==> src/rtl/mips_multicycle_control.sv <==
// mips_multicycle_control
// Moore-style sequencer for the multicycle MIPS datapath. It walks each
// instruction through fetch, decode, execute, memory and writeback. In each
// state it drives the shared ALU function code and every datapath select and
// enable. A watchdog aborts any memory access whose mem_ready wait runs too
// long.
//
// Ports
//   clk, reset        rising-edge clock, asynchronous active-high reset
//   opcode, funct     IR[31:26] and IR[5:0]; IR is stable after FETCH
//   isZero            ALU zero flag (branch decision)
//   mem_ready         memory completes the requested access this cycle
//   mem_req/MemWrite/IorD              memory port request, write, address select
//   IRWrite/PCEn/PCSrc                 IR load, PC load, PC source select
//   ALUSrcA/ALUSrcB/ALUcontrol         ALU operand selects and function code
//   RegDst/MemtoReg/RegWrite           register-file write path
//   instr_done/illegal_instr/mem_error one-cycle status pulses
//   state             current state code (debug)
//
// Parameters
//   TIMEOUT_CYCLES    wait cycles before a memory access is aborted (0 = off)
//   CNT_W             wait counter width, must hold TIMEOUT_CYCLES
module mips_multicycle_control #(
  parameter int TIMEOUT_CYCLES = 16,
  parameter int CNT_W          = 5
) (
  input  logic       clk,
  input  logic       reset,
  input  logic [5:0] opcode,
  input  logic [5:0] funct,
  input  logic       isZero,
  input  logic       mem_ready,
  output logic       mem_req,
  output logic       MemWrite,
  output logic       IorD,
  output logic       IRWrite,
  output logic       PCEn,
  output logic [1:0] PCSrc,
  output logic       ALUSrcA,
  output logic [1:0] ALUSrcB,
  output logic [2:0] ALUcontrol,
  output logic       RegDst,
  output logic       MemtoReg,
  output logic       RegWrite,
  output logic       instr_done,
  output logic       illegal_instr,
  output logic       mem_error,
  output logic [3:0] state
);

  typedef enum logic [3:0] {
    S_FETCH    = 4'd0,
    S_DECODE   = 4'd1,
    S_MEMADR   = 4'd2,
    S_MEMREAD  = 4'd3,
    S_MEMWB    = 4'd4,
    S_MEMWRITE = 4'd5,
    S_EXECUTE  = 4'd6,
    S_ALUWB    = 4'd7,
    S_BRANCH   = 4'd8,
    S_ADDIEXEC = 4'd9,
    S_ADDIWB   = 4'd10,
    S_JUMP     = 4'd11
  } state_e;

  typedef struct packed {
    logic       mem_req;
    logic       mem_write;
    logic       iord;
    logic       ir_write;
    logic       pc_en;
    logic [1:0] pc_src;
    logic       alu_src_a;
    logic [1:0] alu_src_b;
    logic [2:0] alu_ctl;
    logic       reg_dst;
    logic       mem_to_reg;
    logic       reg_write;
    logic       instr_done;
    logic       illegal_instr;
    logic       mem_error;
  } ctl_t;

  localparam logic [5:0] OP_RTYPE = 6'h00;
  localparam logic [5:0] OP_J     = 6'h02;
  localparam logic [5:0] OP_BEQ   = 6'h04;
  localparam logic [5:0] OP_ADDI  = 6'h08;
  localparam logic [5:0] OP_LW    = 6'h23;
  localparam logic [5:0] OP_SW    = 6'h2B;

  localparam logic [5:0] FN_ADD = 6'h20;
  localparam logic [5:0] FN_SUB = 6'h22;
  localparam logic [5:0] FN_AND = 6'h24;
  localparam logic [5:0] FN_OR  = 6'h25;
  localparam logic [5:0] FN_SLT = 6'h2A;

  localparam logic [2:0] ALU_AND = 3'd0;
  localparam logic [2:0] ALU_OR  = 3'd1;
  localparam logic [2:0] ALU_ADD = 3'd2;
  localparam logic [2:0] ALU_SUB = 3'd6;
  localparam logic [2:0] ALU_SLT = 3'd7;

  localparam bit             WDOG_EN   = (TIMEOUT_CYCLES > 0);
  // The abort fires on the wait cycle that would bring the count up to
  // TIMEOUT_CYCLES, so the counter itself only ever reaches TIMEOUT_CYCLES-1.
  localparam logic [CNT_W-1:0] LAST_WAIT = CNT_W'(WDOG_EN ? TIMEOUT_CYCLES - 1 : 0);

  state_e           state_q, state_nxt;
  logic [CNT_W-1:0] cnt, cnt_nxt;
  logic             is_sw, is_sw_nxt;   // MEMADR routing, captured in DECODE
  logic             mem_wait;
  logic             timeout;
  ctl_t             ctl, ctl_o;

  assign mem_wait = ((state_q == S_FETCH) || (state_q == S_MEMREAD) ||
                     (state_q == S_MEMWRITE)) && !mem_ready;
  // mem_ready wins a tie with the watchdog because mem_wait already requires !mem_ready.
  assign timeout  = WDOG_EN && mem_wait && (cnt == LAST_WAIT);

  // NOTE: sequential state uses non-blocking assignments so every register
  // samples pre-edge values regardless of statement order.
  always_ff @(posedge clk or posedge reset) begin
    if (reset) begin
      state_q <= S_FETCH;
      cnt     <= '0;
      is_sw   <= 1'b0;
    end else begin
      state_q <= state_nxt;
      cnt     <= cnt_nxt;
      is_sw   <= is_sw_nxt;
    end
  end

  // NOTE: every signal written here gets a default first, so no path can
  // leave one unassigned and infer a latch.
  always_comb begin
    ctl       = '0;
    state_nxt = state_q;
    is_sw_nxt = is_sw;

    case (state_q)
      S_FETCH: begin
        ctl.mem_req   = 1'b1;
        ctl.alu_src_b = 2'b01;
        ctl.alu_ctl   = ALU_ADD;
        ctl.ir_write  = mem_ready;
        ctl.pc_en     = mem_ready;
        if (mem_ready) begin
          state_nxt = S_DECODE;
        end else if (timeout) begin
          ctl.mem_error = 1'b1;
          state_nxt     = S_FETCH;
        end
      end
      S_DECODE: begin
        // Branch target is precomputed here, while the ALU is otherwise idle.
        ctl.alu_src_b = 2'b11;
        ctl.alu_ctl   = ALU_ADD;
        case (opcode)
          OP_LW: begin
            state_nxt = S_MEMADR;
            is_sw_nxt = 1'b0;
          end
          OP_SW: begin
            state_nxt = S_MEMADR;
            is_sw_nxt = 1'b1;
          end
          OP_RTYPE: begin
            if (funct inside {FN_ADD, FN_SUB, FN_AND, FN_OR, FN_SLT}) begin
              state_nxt = S_EXECUTE;
            end else begin
              ctl.illegal_instr = 1'b1;
              state_nxt         = S_FETCH;
            end
          end
          OP_BEQ:  state_nxt = S_BRANCH;
          OP_ADDI: state_nxt = S_ADDIEXEC;
          OP_J:    state_nxt = S_JUMP;
          default: begin
            ctl.illegal_instr = 1'b1;
            state_nxt         = S_FETCH;
          end
        endcase
      end
      S_MEMADR: begin
        ctl.alu_src_a = 1'b1;
        ctl.alu_src_b = 2'b10;
        ctl.alu_ctl   = ALU_ADD;
        state_nxt     = is_sw ? S_MEMWRITE : S_MEMREAD;
      end
      S_MEMREAD: begin
        ctl.mem_req = 1'b1;
        ctl.iord    = 1'b1;
        if (mem_ready) begin
          state_nxt = S_MEMWB;
        end else if (timeout) begin
          ctl.mem_error = 1'b1;
          state_nxt     = S_FETCH;
        end
      end
      S_MEMWB: begin
        ctl.mem_to_reg = 1'b1;
        ctl.reg_write  = 1'b1;
        ctl.instr_done = 1'b1;
        state_nxt      = S_FETCH;
      end
      S_MEMWRITE: begin
        ctl.mem_req    = 1'b1;
        ctl.iord       = 1'b1;
        ctl.mem_write  = !timeout;
        ctl.instr_done = mem_ready;
        if (mem_ready) begin
          state_nxt = S_FETCH;
        end else if (timeout) begin
          ctl.mem_error = 1'b1;
          state_nxt     = S_FETCH;
        end
      end
      S_EXECUTE: begin
        ctl.alu_src_a = 1'b1;
        ctl.alu_src_b = 2'b00;
        case (funct)
          FN_ADD:  ctl.alu_ctl = ALU_ADD;
          FN_SUB:  ctl.alu_ctl = ALU_SUB;
          FN_AND:  ctl.alu_ctl = ALU_AND;
          FN_OR:   ctl.alu_ctl = ALU_OR;
          FN_SLT:  ctl.alu_ctl = ALU_SLT;
          default: ctl.alu_ctl = ALU_AND;
        endcase
        state_nxt = S_ALUWB;
      end
      S_ALUWB: begin
        ctl.reg_dst    = 1'b1;
        ctl.reg_write  = 1'b1;
        ctl.instr_done = 1'b1;
        state_nxt      = S_FETCH;
      end
      S_BRANCH: begin
        ctl.alu_src_a  = 1'b1;
        ctl.alu_src_b  = 2'b00;
        ctl.alu_ctl    = ALU_SUB;
        ctl.pc_src     = 2'b01;
        ctl.pc_en      = isZero;
        ctl.instr_done = 1'b1;
        state_nxt      = S_FETCH;
      end
      S_ADDIEXEC: begin
        ctl.alu_src_a = 1'b1;
        ctl.alu_src_b = 2'b10;
        ctl.alu_ctl   = ALU_ADD;
        state_nxt     = S_ADDIWB;
      end
      S_ADDIWB: begin
        ctl.reg_write  = 1'b1;
        ctl.instr_done = 1'b1;
        state_nxt      = S_FETCH;
      end
      S_JUMP: begin
        ctl.pc_src     = 2'b10;
        ctl.pc_en      = 1'b1;
        ctl.instr_done = 1'b1;
        state_nxt      = S_FETCH;
      end
      default: state_nxt = S_FETCH;
    endcase

    // Any state change or abort starts the next wait count from zero.
    if ((state_nxt != state_q) || timeout) begin
      cnt_nxt = '0;
    end else if (mem_wait) begin
      cnt_nxt = cnt + 1'b1;
    end else begin
      cnt_nxt = cnt;
    end
  end

  // NOTE: outputs are gated by reset combinationally so that no strobe is
  // visible once reset rises, without waiting for the next clock edge.
  assign ctl_o = reset ? '0 : ctl;

  assign mem_req       = ctl_o.mem_req;
  assign MemWrite      = ctl_o.mem_write;
  assign IorD          = ctl_o.iord;
  assign IRWrite       = ctl_o.ir_write;
  assign PCEn          = ctl_o.pc_en;
  assign PCSrc         = ctl_o.pc_src;
  assign ALUSrcA       = ctl_o.alu_src_a;
  assign ALUSrcB       = ctl_o.alu_src_b;
  assign ALUcontrol    = ctl_o.alu_ctl;
  assign RegDst        = ctl_o.reg_dst;
  assign MemtoReg      = ctl_o.mem_to_reg;
  assign RegWrite      = ctl_o.reg_write;
  assign instr_done    = ctl_o.instr_done;
  assign illegal_instr = ctl_o.illegal_instr;
  assign mem_error     = ctl_o.mem_error;
  assign state         = reset ? 4'd0 : state_q;

endmodule

==> config.mk <==
export PLATFORM = sky130hd
export DESIGN_NAME = mips_multicycle_control
export DESIGN_NICKNAME = d
export VERILOG_FILES = /design/src/rtl/mips_multicycle_control.sv
export SDC_FILE = /design/constraint.sdc
export NUM_CORES = 1
export LEC_CHECK = 0
export ABC_AREA = 1
export CELL_PAD_IN_SITES_DETAIL_PLACEMENT = 0
export CELL_PAD_IN_SITES_GLOBAL_PLACEMENT = 2
export CORE_MARGIN = 3
export CORE_UTILIZATION = 21
export DETAILED_ROUTE_END_ITERATION = 6
export GPL_ROUTABILITY_DRIVEN = 1
export PLACE_DENSITY = 0.83
export SYNTH_ARGS = -nofsm -noshare
export SYNTH_HDL_FRONTEND = slang
export SYNTH_SLANG_ARGS = --single-unit
==> constraint.sdc <==
create_clock -name clk -period 1.9 [get_ports clk]
set_input_delay 0.38 -clock clk [delete_from_list [all_inputs] [get_ports clk]]
set_output_delay 0.38 -clock clk [all_outputs]
set_load 0.01 [all_outputs]
==> flow_summary.json, run 1 <==
{
  "cp.required_ps": 1520,
  "cap_violations": 0,
  "fmax_ghz": 0.519,
  "root_buffer": "clkbuf_8",
  "critPathLaunchType": "flip-flop",
  "synth.distinct_cells": 20,
  "setup_viol": 2,
  "cts_sinks": 10,
  "timing.final.hold_violations": 0,
  "fin_nets": 305,
  "yosysSeqAreaShare": 0.251,
  "cp.arrival_ps": 1550,
  "mostFrequentLayoutCells": "buf_4, nor2_1, nand2_1, inv_1",
  "dr_total_vias": 1493,
  "drive_above_1_share": 0.594,
  "io_buffers": 38,
  "worst_slack_ps": -25.5,
  "r2r-end": "cnt[2]$_DFFE_PP0P_",
  "tritoncts": "built",
  "worstMarginPinSlew_ps": 259,
  "period_share": 1.01,
  "die_height_um": 74.9,
  "die-area_um2": 5610,
  "synth_area_um2": 997,
  "drtIter0Drc": 29,
  "fill_cells": 448,
  "crit_top_cell": "buf_6",
  "crit_type": "reg2out",
  "maxSlewHeadroom": 0.827,
  "multiInputGateArea_um2": 932,
  "worstSkewPairLatency_ps": 230,
  "htreeDepth": 1,
  "final_common_cell": "buf_4",
  "syn_to_final_growth_pct": 131,
  "end_kind": "output pin",
  "wl_per_cell_um": 11.0,
  "drt_wl_total_um": 3710,
  "start_util": 0.223,
  "path_depth": 10,
  "cpLargestDelayFamily": "buffers and inverters",
  "ir_worst_vdd_uv": 225,
  "power_density_nw_per_um2": 737,
  "hpwlAfterDp_um": 2830,
  "antenna_found_initial": 0,
  "r2r_cells": 11,
  "core_area_um2": 4470,
  "ys_ff_latch": 10,
  "rows": 24,
  "r2r_start": "cnt[0]$_DFFE_PP0P_",
  "hold_class": "in2async",
  "status": "complete, but fails checks",
  "drt_pre_antenna_iters": 4,
  "fin_skew_ps": 2.81,
  "drc": 0,
  "final_cells": 338,
  "rsz0062_at_grt": "true",
  "violations": "setup timing",
  "worstSetupEndpoint": "ALUcontrol[1]",
  "viasPerCell": 4.42,
  "die_w_um": 74.9,
  "grtUsageTotal": 0.130,
  "cp_max_fo": 4,
  "crit_buf_inv": 5,
  "crit_path_max_incr_delay_ps": 440,
  "io-pin-count": 39,
  "setup.worst_path.start": "state_q[1]$_DFF_PP0_",
  "antenna_cells": 0,
  "seqCellArea_um2": 254,
  "syn_area_per_cell_um2": 5.67,
  "synth_cells": 176,
  "cts_buffers": 3,
  "p_leak_nw": 1.28,
  "gp_congestion": 0.816,
  "cpMaxStageDelayCell": "dfrtp_2",
  "clk_pin_slew_ps": 50,
  "overflow": 0,
  "ys_warn_count": 0,
  "dp_worst_setup_slack_ps": -659,
  "min_period_ps": 1930,
  "syn-num-nets": 194,
  "slew_viol_final": 0,
  "ant_nets": 0,
  "reg2reg_setup_slack_ps": 120,
  "grt_start_max_net_pins": 15,
  "grt_pass1_vias": 1326,
  "clock_tree.buffer_depth": 2,
  "dp_cells": 323,
  "grt_pass1_wl_um": 5820,
  "cp_cell_sequence": "buf_6 -> inv_8 -> nand2_4 -> buf_6 -> nor2_4 -> inv_2 -> nand3_2 -> a21oi_2 -> o21ai_1 -> buf_2"
}
flip-flops by register name, indices dropped and copies added, names as in the netlist:
name,cells
state_q,4
cnt,5
is_sw,1
tightest hold or removal path: cells and delay by family:
kind,cells,cell delay (ps)
buf+inv,3,680
kinds of logic after synthesis:
kind of cell    count (synthesis)  synth area share
compound gates                 16            0.0866
xor+xnor                        2            0.0176
fa+ha+maj                       2            0.0251
buf+inv                        33             0.124
flops                          10             0.251
simple gates                  113             0.496
metrics by stage:
| step | setup TNS [ps] | total power, mW | hold WS, ps | instance area, um2 | utilization |
|---|---|---|---|---|---|
| after floorplan | 0 | 0.668 | 442 | 997 | - |
| after global placement | -8530 | 1.14 | 518 | 1880 | 0.420 |
| after detailed placement | -8230 | 1.14 | 525 | 1880 | 0.420 |
| after CTS | -259 | 1.53 | 469 | 2030 | 0.453 |
| after global routing | -686 | 1.82 | 546 | 2300 | 0.515 |
| final | -43.5 | 1.70 | 487 | 2300 | 0.515 |
cell type report:
| class | count | area share |
|---|---|---|
| Multi-Input combinational cell | 133 | 0.405 |
| Timing Repair Buffer | 108 | 0.378 |
| Sequential cell | 10 | 0.110 |
| Inverter | 31 | 0.0549 |
| Tap cell | 52 | 0.0282 |
| Clock buffer | 4 | 0.0239 |
power by group:
part | internal (mW) | switching, mW | leakage (nW)
Clock | 0.182 | 0.0816 | 0.0288
Combinational | 0.555 | 0.562 | 1.13
Sequential | 0.268 | 0.0478 | 0.128
Total | 1.01 | 0.691 | 1.28
metal layers:
metal,vias up,track usage,share of wire
met3,6,0.0187,0.039
met2,33,0.221,0.50
met4,0,0.0119,0.012
met5,-,0,0
li1,794,-,-
met1,660,0.179,0.45
cell usage after synthesis (all sizes together):
master / number / share of area
inv: 31 / 0.12
o22ai: 1 / 0.0063
nand2: 35 / 0.13
nor2: 40 / 0.16
a2111oi: 1 / 0.0088
ha: 2 / 0.025
nor4: 1 / 0.0063
nor3: 7 / 0.035
a31oi: 1 / 0.0063
dfrtp: 10 / 0.25
o21ai: 4 / 0.020
and3: 2 / 0.013
clkbuf: 2 / 0.0075
nand3: 22 / 0.11
xnor2: 2 / 0.018
nand4: 6 / 0.044
a21oi: 9 / 0.045
how the worst min path moves through the flow:
stage,start,endpoint,slack [ps],depth (start not counted)
after floorplan,cnt[0]$_DFFE_PP0P_,cnt[0]$_DFFE_PP0P_,440,1
after global placement,cnt[0]$_DFFE_PP0P_,cnt[0]$_DFFE_PP0P_,520,2
after detailed placement,cnt[0]$_DFFE_PP0P_,cnt[0]$_DFFE_PP0P_,520,2
after CTS,reset,cnt[3]$_DFFE_PP0P_,470,3
after global routing,reset,state_q[3]$_DFF_PP0_,550,3
final,reset,cnt[3]$_DFFE_PP0P_,490,3
repair_timing:
action                     4_1_cts  5_1_grt
hold endpoints to repair         0        0
gates resized for setup        112       82
setup endpoints to repair       28       24
pin swaps                        8       17
buffers inserted                 6        5
hold buffers                     0        0
Note: power is estimated with default switching activity, not from simulation.
==> run 2, diff against run 1 <==
- PLACE_DENSITY: 0.83 -> default
- PLACE_DENSITY_LB_ADDON: default -> 0.25
==> flow_summary.json, run 2 (synthesized netlist as in run 1, its figures left out) <==
{
  "cap_violations": 0,
  "holdWs_ps": 523,
  "largestRegisters": "cnt x5, state_q x4, is_sw x1",
  "postCtsHoldBufs": 0,
  "violations": "setup timing",
  "status": "complete, but fails checks",
  "switching_power_mw": 0.753,
  "drt_wl_total_um": 4520,
  "grt_pass1_vias": 1572,
  "crit_type": "reg2out",
  "power_density_nw_per_um2": 734,
  "dr_total_vias": 1639,
  "ir_worst_vdd_uv": 302,
  "root_buffer": "clkbuf_8",
  "timing.final.hold_violations": 0,
  "die_height_um": 74.9,
  "clock_tree.buffer_depth": 2,
  "grtUsageTotal": 0.155,
  "crit_top_cell": "buf_6",
  "setup_viol": 3,
  "p_comb_frac": 0.684,
  "reg2reg_setup_slack_ps": 40,
  "r2r_start": "state_q[1]$_DFF_PP0_",
  "largest_reg_flops": 5,
  "overflow": 0,
  "cp_cell_sequence": "inv_2 -> buf_6 -> nand2_8 -> buf_6 -> nor2_4 -> nor4_2 -> a21oi_1 -> buf_2",
  "cts_buffers": 3,
  "period_share": 1.03,
  "fmax_ghz": 0.512,
  "start_util": 0.223,
  "p_int_mw": 1.08,
  "dp_worst_setup_slack_ps": -677,
  "antenna_found_initial": 0,
  "critPathLaunchType": "flip-flop",
  "cp.arrival_ps": 1570,
  "io_buffers": 38,
  "fin_nets": 317,
  "seqPwrFrac": 0.169,
  "final_common_cell": "buf_4",
  "dp_cells": 322,
  "cpMaxStageDelayCell": "dfrtp_1",
  "end_kind": "output pin",
  "drt_pre_antenna_iters": 4,
  "io-pin-count": 39,
  "r2r_cells": 13,
  "worstMarginPinSlew_ps": 237,
  "hold_class": "in2async",
  "clkPwrFrac": 0.147,
  "die_w_um": 74.9,
  "mostFrequentLayoutCells": "buf_4, buf_6, nor2_1, nand2_1",
  "largest_register": "cnt",
  "antenna_cells": 0,
  "core_area_um2": 4470,
  "worst_slack_ps": -51.2,
  "cp_max_fo": 5,
  "final_cells": 350,
  "fill_cells": 393,
  "worstSkewPairLatency_ps": 240,
  "ant_nets": 0,
  "syn_to_final_growth_pct": 150,
  "htreeDepth": 1,
  "fin_skew_ps": 3.11,
  "grt_start_max_net_pins": 16,
  "drc": 0,
  "p_leak_nw": 1.34,
  "drtIter0Drc": 49,
  "clk_pin_slew_ps": 50,
  "hpwlAfterDp_um": 3080,
  "swShare": 0.411,
  "viasPerCell": 4.68,
  "wl_per_cell_um": 12.9,
  "cp.required_ps": 1520,
  "r2r-end": "cnt[2]$_DFFE_PP0P_",
  "crit_path_max_incr_delay_ps": 390,
  "grt_pass1_wl_um": 6890,
  "rsz0062_at_grt": "true",
  "die-area_um2": 5610,
  "maxSlewHeadroom": 0.842,
  "rows": 24,
  "drive_above_1_share": 0.678,
  "tritoncts": "built",
  "slew_viol_final": 0,
  "min_period_ps": 1950,
  "gp_congestion": 0.753,
  "cts_sinks": 10
}
run 2: cell count changes in the layout (fill, tap and decap cells not counted), moves of 3 or more:
cell / delta
nor2_1: -7
nor2_2: +8
nand2_1: -3
inv_2: +3
buf_6: +14
buf_2: +3
inv_1: -4
run 2: worst max path at each step:
stage	from	endpoint	slack, ps	cells after the start
2_1_floorplan	state_q[2]$_DFF_PP0_	illegal_instr	0.4	5
3_3_place_gp	opcode[2]	illegal_instr	-660	8
3_5_place_dp	opcode[2]	illegal_instr	-680	8
4_1_cts	opcode[1]	illegal_instr	-170	5
5_1_grt	state_q[2]$_DFF_PP0_	instr_done	-130	8
6_report	state_q[2]$_DFF_PP0_	instr_done	-50	8
run 2: area by class of cell:
cell class	instances	area, um2	area share
Timing Repair Buffer	120	1000	0.402
Multi-Input combinational cell	133	996	0.399
Sequential cell	10	254	0.102
Inverter	31	124	0.0496
Tap cell	52	65.1	0.0261
Clock buffer	4	55.1	0.0220
run 2: power by group through the flow:
stage          clock network (mW)  registers [mW]  logic (mW)
2_1_floorplan                   0           0.308       0.360
6_report                    0.269           0.310        1.25
5_1_grt                     0.284           0.313        1.36
3_5_place_dp                    0           0.305       0.842
3_3_place_gp                    0           0.303       0.832
4_1_cts                     0.278           0.307        1.02
run 2: metrics by stage:
stage	util	cell area [um2]	setup TNS [ps]	power, mW
CTS	0.481	2150	-430	1.61
detailed placement	0.418	1870	-8500	1.15
global route	0.558	2500	-922	1.95
global placement	0.418	1870	-8270	1.13
floorplan	-	997	0	0.668
finish	0.558	2500	-99.0	1.83
run 2: worst max-delay path: cells and delay by family (launching register included):
family / cells / cell delay, ps
flops: 1 / 390
simple gates: 3 / 360
buf+inv: 4 / 490
compound gates: 1 / 100
run 2: what timing repair did:
item | 4_1_cts | 5_1_grt
pin swaps | 16 | 39
resized for setup | 145 | 92
setup buffers | 16 | 13
setup endpoints to repair | 28 | 24
run 2: per-layer routing:
layer,share of wire,global-route usage,up-vias
li1,-,-,818
met1,0.41,0.186,790
met2,0.55,0.299,26
met3,0.030,0.0134,5
met4,0.0086,0.0296,0
met5,0,0,-
